`config.mk`:
```
export PLATFORM = sky130hd
export DESIGN_NAME = sdes_perm_stage
export DESIGN_NICKNAME = d
export VERILOG_FILES = /design/src/rtl/sdes_pkg.sv /design/src/rtl/sdes_perm_net.sv /design/src/rtl/sdes_perm_stage.sv
export SDC_FILE = /design/constraint.sdc
export NUM_CORES = 1
export LEC_CHECK = 0
export CORE_MARGIN = 1
export CORE_UTILIZATION = 49
export DETAILED_ROUTE_END_ITERATION = 7
export GPL_TIMING_DRIVEN = 0
export PLACE_DENSITY = 0.75
export SETUP_SLACK_MARGIN = 0.3
export SLEW_MARGIN = 15
export SYNTH_ARGS = -nofsm -noshare
export SYNTH_HDL_FRONTEND = slang
export SYNTH_SLANG_ARGS = --single-unit
```
`constraint.sdc`:
```
create_clock -name clk -period 1.9 [get_ports clk]
set_input_delay 0.475 -clock clk [delete_from_list [all_inputs] [get_ports clk]]
set_output_delay 0.475 -clock clk [all_outputs]
set_load 0.01 [all_outputs]
```
`src/rtl/sdes_pkg.sv`:
```
// Shared S-DES permutation constants and elaboration-time table helpers.
// Tables are packed as IDX_W-bit entries; entry i names the source bit for output bit i.
package sdes_pkg;

    localparam logic [23:0] SDES_IP_TABLE = 24'hD3B0A9;
    localparam logic        MODE_FWD      = 1'b0;
    localparam logic        MODE_INV      = 1'b1;
    localparam int          TBL_MAX       = 256;

    function automatic int clog2(input int value);
        int result;
        int v;
        result = 0;
        v = value - 1;
        while (v > 0) begin
            result = result + 1;
            v = v >> 1;
        end
        return result;
    endfunction

    function automatic int tblEntry(input logic [TBL_MAX-1:0] tbl, input int idx, input int idxW);
        logic [TBL_MAX-1:0] shifted;
        logic [TBL_MAX-1:0] mask;
        shifted = tbl >> (idx * idxW);
        mask    = (TBL_MAX'(1) << idxW) - TBL_MAX'(1);
        return int'(shifted & mask);
    endfunction

    // INV[PERM[i]] = i, so routing through INV undoes routing through PERM.
    function automatic logic [TBL_MAX-1:0] inv_table(input logic [TBL_MAX-1:0] perm,
                                                     input int width, input int idxW);
        logic [TBL_MAX-1:0] inv;
        inv = '0;
        for (int i = 0; i < width; i++) begin
            inv = inv | (TBL_MAX'(i) << (tblEntry(perm, i, idxW) * idxW));
        end
        return inv;
    endfunction

    function automatic bit permValid(input logic [TBL_MAX-1:0] perm, input int width, input int idxW);
        logic [TBL_MAX-1:0] seen;
        int entry;
        seen = '0;
        for (int i = 0; i < width; i++) begin
            entry = tblEntry(perm, i, idxW);
            if (entry >= width) begin
                return 1'b0;
            end
            if (seen[entry]) begin
                return 1'b0;
            end
            seen[entry] = 1'b1;
        end
        return 1'b1;
    endfunction

endpackage

```
`src/rtl/sdes_perm_net.sv`:
```
// Purely combinational bit router: routed[i] = source[TABLE entry i].
// Bit 0 is the MSB on both sides.
module sdes_perm_net
    import sdes_pkg::*;
#(
    parameter int                     WIDTH = 8,
    parameter int                     IDX_W = 3,
    parameter logic [WIDTH*IDX_W-1:0] TABLE = SDES_IP_TABLE
) (
    input  logic [0:WIDTH-1] source,
    output logic [0:WIDTH-1] routed
);

    generate
        for (genvar gi = 0; gi < WIDTH; gi++) begin : gRoute
            localparam int SRC = int'(TABLE[gi*IDX_W +: IDX_W]);
            assign routed[gi] = source[SRC];
        end
    endgenerate

endmodule

```
`src/rtl/sdes_perm_stage.sv`:
```
// Registered forward/inverse S-DES permutation stage with a 2-entry output buffer.
// Optional SDES_PERM_SELFCHK_EN adds a sticky chk_err round-trip self-check.
module sdes_perm_stage
    import sdes_pkg::*;
#(
    parameter int                     WIDTH = 8,
    parameter int                     IDX_W = 3,
    parameter logic [WIDTH*IDX_W-1:0] PERM  = SDES_IP_TABLE,
    parameter int                     CNT_W = 16
) (
    input  logic             clk,
    input  logic             rst_n,
    input  logic             flush,
    input  logic             in_valid,
    output logic             in_ready,
    input  logic             in_mode,
    input  logic [0:WIDTH-1] in_data,
    output logic             out_valid,
    input  logic             out_ready,
    output logic             out_mode,
    output logic [0:WIDTH-1] out_data,
    output logic [CNT_W-1:0] beat_cnt
`ifdef SDES_PERM_SELFCHK_EN
    ,
    output logic             chk_err
`endif
);

    localparam logic [TBL_MAX-1:0]     INV_FULL = inv_table(TBL_MAX'(PERM), WIDTH, IDX_W);
    localparam logic [WIDTH*IDX_W-1:0] INV      = INV_FULL[WIDTH*IDX_W-1:0];

    generate
        if (WIDTH * IDX_W > TBL_MAX || clog2(WIDTH) > IDX_W ||
            !permValid(TBL_MAX'(PERM), WIDTH, IDX_W)) begin : gBadPerm
            $fatal(1, "sdes_perm_stage: PERM is not a valid permutation of WIDTH bits");
        end
    endgenerate

    logic [0:WIDTH-1] fwdIn;
    logic [0:WIDTH-1] fwdOut;
    logic [0:WIDTH-1] invOut;
    logic [0:WIDTH-1] pushData;

    sdes_perm_net #(.WIDTH(WIDTH), .IDX_W(IDX_W), .TABLE(PERM)) uFwd (
        .source(fwdIn),
        .routed(fwdOut)
    );

    sdes_perm_net #(.WIDTH(WIDTH), .IDX_W(IDX_W), .TABLE(INV)) uInv (
        .source(in_data),
        .routed(invOut)
    );

    assign pushData = (in_mode == MODE_INV) ? invOut : fwdOut;

    // slot0 is always the head; slot1 only holds data when count == 2.
    logic [1:0]       count, countNext;
    logic [0:WIDTH-1] slot0Data, slot0DataNext;
    logic [0:WIDTH-1] slot1Data, slot1DataNext;
    logic             slot0Mode, slot0ModeNext;
    logic             slot1Mode, slot1ModeNext;
    logic             inReady, inReadyNext;
    logic [CNT_W-1:0] beatCnt, beatCntNext;
    logic             push, pop;

    assign push = in_valid & inReady;
    assign pop  = (count != 2'd0) & out_ready;

    always_comb begin
        countNext     = count;
        slot0DataNext = slot0Data;
        slot0ModeNext = slot0Mode;
        slot1DataNext = slot1Data;
        slot1ModeNext = slot1Mode;
        beatCntNext   = beatCnt;
        if (flush) begin
            countNext = 2'd0;
        end else begin
            case ({push, pop})
                2'b10: begin
                    if (count == 2'd0) begin
                        slot0DataNext = pushData;
                        slot0ModeNext = in_mode;
                    end else begin
                        slot1DataNext = pushData;
                        slot1ModeNext = in_mode;
                    end
                    countNext = count + 2'd1;
                end
                2'b01: begin
                    slot0DataNext = slot1Data;
                    slot0ModeNext = slot1Mode;
                    countNext     = count - 2'd1;
                end
                // Only reachable at count 1: push is blocked at 2, pop at 0.
                2'b11: begin
                    slot0DataNext = pushData;
                    slot0ModeNext = in_mode;
                end
                default: begin
                end
            endcase
            if (pop) begin
                beatCntNext = beatCnt + CNT_W'(1);
            end
        end
        // Ready is a pure function of next-state, so out_ready never reaches in_ready combinationally.
        inReadyNext = !flush && (countNext != 2'd2);
    end

    always_ff @(posedge clk or negedge rst_n) begin
        if (!rst_n) begin
            count     <= 2'd0;
            slot0Data <= '0;
            slot0Mode <= 1'b0;
            slot1Data <= '0;
            slot1Mode <= 1'b0;
            inReady   <= 1'b0;
            beatCnt   <= '0;
        end else begin
            count     <= countNext;
            slot0Data <= slot0DataNext;
            slot0Mode <= slot0ModeNext;
            slot1Data <= slot1DataNext;
            slot1Mode <= slot1ModeNext;
            inReady   <= inReadyNext;
            beatCnt   <= beatCntNext;
        end
    end

    assign in_ready  = inReady;
    assign out_valid = (count != 2'd0);
    assign out_mode  = slot0Mode;
    assign out_data  = slot0Data;
    assign beat_cnt  = beatCnt;

`ifdef SDES_PERM_SELFCHK_EN
    // In inverse mode the forward net re-applies PERM to the inverse result,
    // giving the round trip; in forward mode a third (inverse) net does it.
    logic [0:WIDTH-1] chkInv;
    logic [0:WIDTH-1] checkData;
    logic             chkErr;

    assign fwdIn = (in_mode == MODE_INV) ? invOut : in_data;

    sdes_perm_net #(.WIDTH(WIDTH), .IDX_W(IDX_W), .TABLE(INV)) uChk (
        .source(fwdOut),
        .routed(chkInv)
    );

    assign checkData = (in_mode == MODE_INV) ? fwdOut : chkInv;

    always_ff @(posedge clk or negedge rst_n) begin
        if (!rst_n) begin
            chkErr <= 1'b0;
        end else if (push && (checkData != in_data)) begin
            chkErr <= 1'b1;
        end
    end

    assign chk_err = chkErr;
`else
    assign fwdIn = in_data;
`endif

endmodule

```
==> results of run 1 <==
final cells by class:
cell class | count | share of cell area
multi-input combinational | 122 | 0.356
buffer | 6 | 0.0271
clock buffer | 8 | 0.0176
sequential | 37 | 0.335
tap | 46 | 0.0207
inverter | 2 | 0.00361
timing repair buffer | 74 | 0.239
critical path, delay by kind of cell, from the launching register on:
kind            cells  cell delay [ns]
fa+ha+maj           1             0.15
compound gates      2             0.31
simple gates        1             0.27
flops               1             0.43
buf+inv             2             0.22
mux                 1             0.33
sequential cells by signal, summed over array words and instances (netlist names):
name and cells:
count 2, out_data 8, slot1Data 8, in_ready 1, out_mode 1, beat_cnt 16, slot1Mode 1
power breakdown:
group | internal [mW] | switching [mW] | leakage [nW] | total, mW
clock | 0.147 | 0.260 | 0.0265 | 0.407
sequential | 1.03 | 0.164 | 0.468 | 1.19
combinational | 0.664 | 0.625 | 0.902 | 1.29
synthesized netlist by cell type, drive strengths merged:
cell and number:
a21o 1, a21oi 15, a221oi 1, and3 1, buf 3, clkbuf 3
dfrtp 37, ha 4, inv 2, mux2 3, mux2i 9, nand2 18
nand2b 1, nand3 1, nand3b 1, nand4 7, nor2 22, nor2b 2
nor3 3, nor4 2, nor4b 1, o21a 1, o21ai 11, or2 1
or3 1, xnor2 7, xor2 9
layer usage:
metal	wire, um	share of wire
met5	0	0
met2	2820	0.55
met1	2040	0.40
met3	176	0.034
met4	122	0.024
worst paths after layout:
kind,endpoint,depth (start not counted),slack [ns],start
min reg2reg,beat_cnt[15],1,0.48,beat_cnt[15]
min in group clk,beat_cnt[15],1,0.48,beat_cnt[15]
max,slot1Data[2],7,0.09,count[1]
max in group asynchronous,beat_cnt[6],2,1.41,rst_n
min,in_ready,1,0.04,rst_n
max reg2reg,slot1Data[2],7,0.09,count[1]
stage by stage:
stage | total power, mW | cells | util
after floorplan | 1.65 | 167 | -
after global placement | 2.05 | 251 | 0.652
after detailed placement | 2.11 | 252 | 0.658
after CTS | 2.58 | 286 | 0.747
after global routing | 3.03 | 295 | 0.825
final | 2.89 | 295 | 0.825
layout by cell type, fill, tap and decap left out, types with 4 or more instances in the layout:
master / n
buf_4: 26
mux2i_1: 9
clkbuf_4: 5
clkbuf_1: 4
a21oi_1: 6
a21oi_2: 9
nor2_2: 5
dlygate4sd2_1: 27
buf_6: 9
xor2_1: 9
dfrtp_2: 4
o21ai_0: 7
nor2_1: 15
nand2_1: 15
nand4_1: 7
clkdlybuf4s50_1: 9
xnor2_1: 5
dfrtp_1: 33
kinds of logic (layout without fill, tap and decap cells):
logic type	Yosys count	after routing	share of synthesized area
compound gates	29	29	0.0898
flops	37	37	0.536
fa+ha+maj	4	4	0.0290
simple gates	61	61	0.173
mux	12	12	0.0717
xor+xnor	16	16	0.0811
buf+inv	8	90	0.0195
timing repair:
action | 4_1_cts | 5_1_grt
pin swaps | 5 | 13
gates cloned | 2 | 0
setup endpoints to repair | 52 | 28
buffers inserted | 24 | 9
resized for setup | 56 | 43
==> results_dict.tcl, run 1 <==
set metrics [dict create \
    diodes 0 \
    io_pins 41 \
    routed_wl_um 5160 \
    gr-usage-met2 0.463 \
    min_period_ns 1.81 \
    relSlewSlack 0.615 \
    cp_data_arrival_time_ns 2.07 \
    crit_fanout 7 \
    status "finished, final reports clean" \
    synthTopCellsByArea "dfrtp_1 54%, mux2i_1 5.2%, nor2_1 4.8%, xor2_1 4.6%, a21oi_1 4.3%" \
    multi_input_area_sq_um 988 \
    dpl_cell_area_sq_um 2210 \
    cts.sinks 37 \
    grt.busiest_layer "met2" \
    cp-start-kind "register" \
    finalNetCount 266 \
    grt_pass1_vias 1509 \
    ir_worst_vdd_v 0.000767 \
    post_synth_num_cell_types 28 \
    grt_pass1_wl_um 7080 \
    initial_utilization 0.514 \
    pre_cts_ws_ns -0.401 \
    synth_top_area_share 0.536 \
    hold_violations 0 \
    max_cap_viol_count 0 \
    area_delta_synth_final_pct 60.6 \
    core_sq_um 3360 \
    hold_class "in -> async" \
    p_leak_nw 1.40 \
    groute.usage.overall 0.267 \
    met1_usage 0.326 \
    critical_path.max_stage_delay_ns 0.43 \
    num_vias 1626 \
    met3_usage 0.0504 \
    setup_ws_ns 0.0862 \
    overflow 0 \
    io_buffers 38 \
    max_freq_mhz 551 \
    h-tree-depth 2 \
    rsz0062_at_grt "yes" \
    gp_congestion 0.785 \
    synth_cells 167 \
    synth-seq-area-share 0.536 \
    setup_viol 0 \
    synth_largest_area_cell "dfrtp_1" \
    register_area_sq_um 931 \
    synth.avg_cell_area_sq_um 10.3 \
    end_kind "register" \
    finalSetupTns_ns 0 \
    cts_root_buffer "clkbuf_4" \
    clockBufferDepth 2 \
    ctsHoldBuffers 0 \
    wl_per_cell_um 17.5 \
    drt-initial-drc-count 39 \
    vias_per_cell 5.51 \
    antenna_found_initial 0 \
    ys_seq_elements 37 \
    cts_buffers 5 \
    grt_max_degree 23 \
    critPathKind "reg -> reg" \
    drive_gt1_frac 0.369 \
    die_y_um 61.4 \
    drtPass1Iterations 4 \
    ant_nets 0 \
    die_area_sq_um 3770 \
    fillers 222 \
    period_share 0.955 \
    crit_required_ns 2.16 \
    timing.final.max_slew_violations 0 \
    drc 0 \
    design_area_sq_um 2780 \
    cts_tree "yes" \
    dpl.hpwl_um 2720 \
    worst_pin_slew_ns 0.578 \
    clkTransAtPathRegs_ns 0.11 \
    holdWs_ns 0.0375 \
    yosys_warnings 0 \
    fp-row-count 21 \
    synth_nets 185 \
    clock_latency_ns 0.36 \
    slowest_stage "dfrtp_2" \
    syn_area_sq_um 1730 \
    power_density_nw_per_um2 1040 \
    die_w_um 61.4 \
    fin_skew_ns 0.00526 \
    crit_chain "buf_6, o21a_4, inv_4, ha_4, o21ai_4, nor2_4, mux2_4" \
]
No activity file was read; power rests on OpenSTA's default activity.
==> run 2: changes to the inputs <==
==> constraint.sdc (replaced) <==
create_clock -name clk -period 2 [get_ports clk]
set_input_delay 0.5 -clock clk [delete_from_list [all_inputs] [get_ports clk]]
set_output_delay 0.5 -clock clk [all_outputs]
set_load 0.01 [all_outputs]
==> results_dict.tcl, run 2 (synthesis results as in run 1) <==
set metrics [dict create \
    cts.sinks 37 \
    dpl.hpwl_um 2690 \
    critPathCapture "out_valid" \
    worst_pin_slew_ns 0.550 \
    power_density_nw_per_um2 1000 \
    crit_fanout 3 \
    drtPass1Iterations 4 \
    end_kind "output pin" \
    register_area_sq_um 928 \
    cts_buffers 5 \
    drc 0 \
    fillers 249 \
    io_buffers 38 \
    ir_worst_vdd_v 0.000645 \
    rr_worst_depth 6 \
    ant_nets 0 \
    final_common_cell "dfrtp_1" \
    max_cap_viol_count 0 \
    routed_wl_um 4140 \
    cts_root_buffer "clkbuf_4" \
    rr_endpoint "count[1]" \
    gp_congestion 0.732 \
    critPathKind "reg -> out" \
    rrSetupSlack_ns 0.33 \
    finalPower_mw 2.49 \
    cp_data_arrival_time_ns 1.18 \
    relSlewSlack 0.633 \
    fin_skew_ns 0.00454 \
    groute.usage.overall 0.232 \
    mostFrequentLayoutCells "35 x dfrtp_1, 26 x dlygate4sd2_1, 21 x nor2_1" \
    clockBufferDepth 2 \
    startpoint "count[1]" \
    vias_per_cell 5.35 \
    largest_reg_flops 16 \
    io_pins 41 \
    diodes 0 \
    crit_required_ns 1.50 \
    rsz0062_at_grt "no" \
    grt_pass1_vias 1446 \
    clkTransAtPathRegs_ns 0.11 \
    die_y_um 61.4 \
    num_vias 1497 \
    cts_tree "yes" \
    clock_latency_ns 0.34 \
    p_leak_nw 1.27 \
    hold_violations 0 \
    min_period_ns 1.68 \
    antenna_found_initial 0 \
    hold_class "in -> async" \
    h-tree-depth 2 \
    fp-row-count 21 \
    setup_viol 0 \
    core_sq_um 3360 \
    overflow 0 \
    period_share 0.840 \
    multi_input_area_sq_um 827 \
    die_w_um 61.4 \
    finalCoreUtilization 0.736 \
    rr_startpoint "count[1]" \
    drive_gt1_frac 0.235 \
    cp-start-kind "register" \
    max_freq_mhz 595 \
    wl_per_cell_um 14.8 \
    status "finished, final reports clean" \
    grt_pass1_wl_um 6380 \
    area_delta_synth_final_pct 43.3 \
    initial_utilization 0.514 \
    grt_max_degree 26 \
    holdWs_ns 0.0439 \
    finalNetCount 251 \
    die_area_sq_um 3770 \
    timing.final.max_slew_violations 0 \
    drt-initial-drc-count 85 \
]
==> run 2: changes by cell type in the layout (fill, tap and decap cells not counted), moves of 3 or more <==
cell	previous run	this run
clkbuf_8	0	4
nor2_1	15	21
ha_1	0	3
a21oi_1	6	14
buf_4	26	20
clkbuf_1	4	1
buf_6	9	1
a21oi_2	9	1
nor2_2	5	0
==> run 2: worst min-delay path by stage <==
stage / endpoint / start
final: out_data[7] / rst_n
after global routing: beat_cnt[15] / rst_n
after CTS: beat_cnt[11] / rst_n
after detailed placement: out_data[7] / rst_n
after global placement: beat_cnt[15] / beat_cnt[15]
after floorplan: beat_cnt[0] / rst_n
==> run 2: layout make-up <==
type	count	share of cell area
Multi-Input combinational cell	122	0.334
Tap cell	46	0.0232
Buffer	6	0.0253
Clock inverter	1	0.00202
Timing Repair Buffer	59	0.210
Inverter	2	0.00404
Sequential cell	37	0.375
Clock buffer	7	0.0263
==> run 2: layer usage <==
layer  GRT usage  wire length, um
met5           0                0
met4      0.0921               99
met3      0.0567              166
met2       0.363             2130
met1       0.312             1750
==> run 2: worst max-delay path, cell delays in order, from the launching register on <==
cell and delay [ns]:
dfrtp_1 0.42, or2_2 0.30, clkbuf_2 0.13
==> run 2: through the flow <==
step                      setup slack [ns]  cells  cell area (sq um)  setup TNS (ns)
after floorplan                      0.326    167               1730               0
after global placement              -0.375    251               2170          -17.65
after detailed placement            -0.384    252               2190           -5.54
after CTS                            0.183    280               2440               0
after global routing                 0.279    280               2480               0
final                                0.319    280               2480               0
==> run 2: report_power, final <==
group | switching (mW) | leakage (nW) | total [mW] | internal (mW)
Clock | 0.242 | 0.0413 | 0.446 | 0.204
Sequential | 0.130 | 0.471 | 1.11 | 0.976
Combinational | 0.472 | 0.758 | 0.934 | 0.462
Total | 0.844 | 1.27 | 2.49 | 1.64
==> run 2: timing repair <==
item / in CTS / in global routing
pin swaps: 3 / 3
hold buffers: 0 / 0
gates resized for setup: 47 / 10
buffers inserted: 20 / 0
setup endpoints to repair: 49 / 24
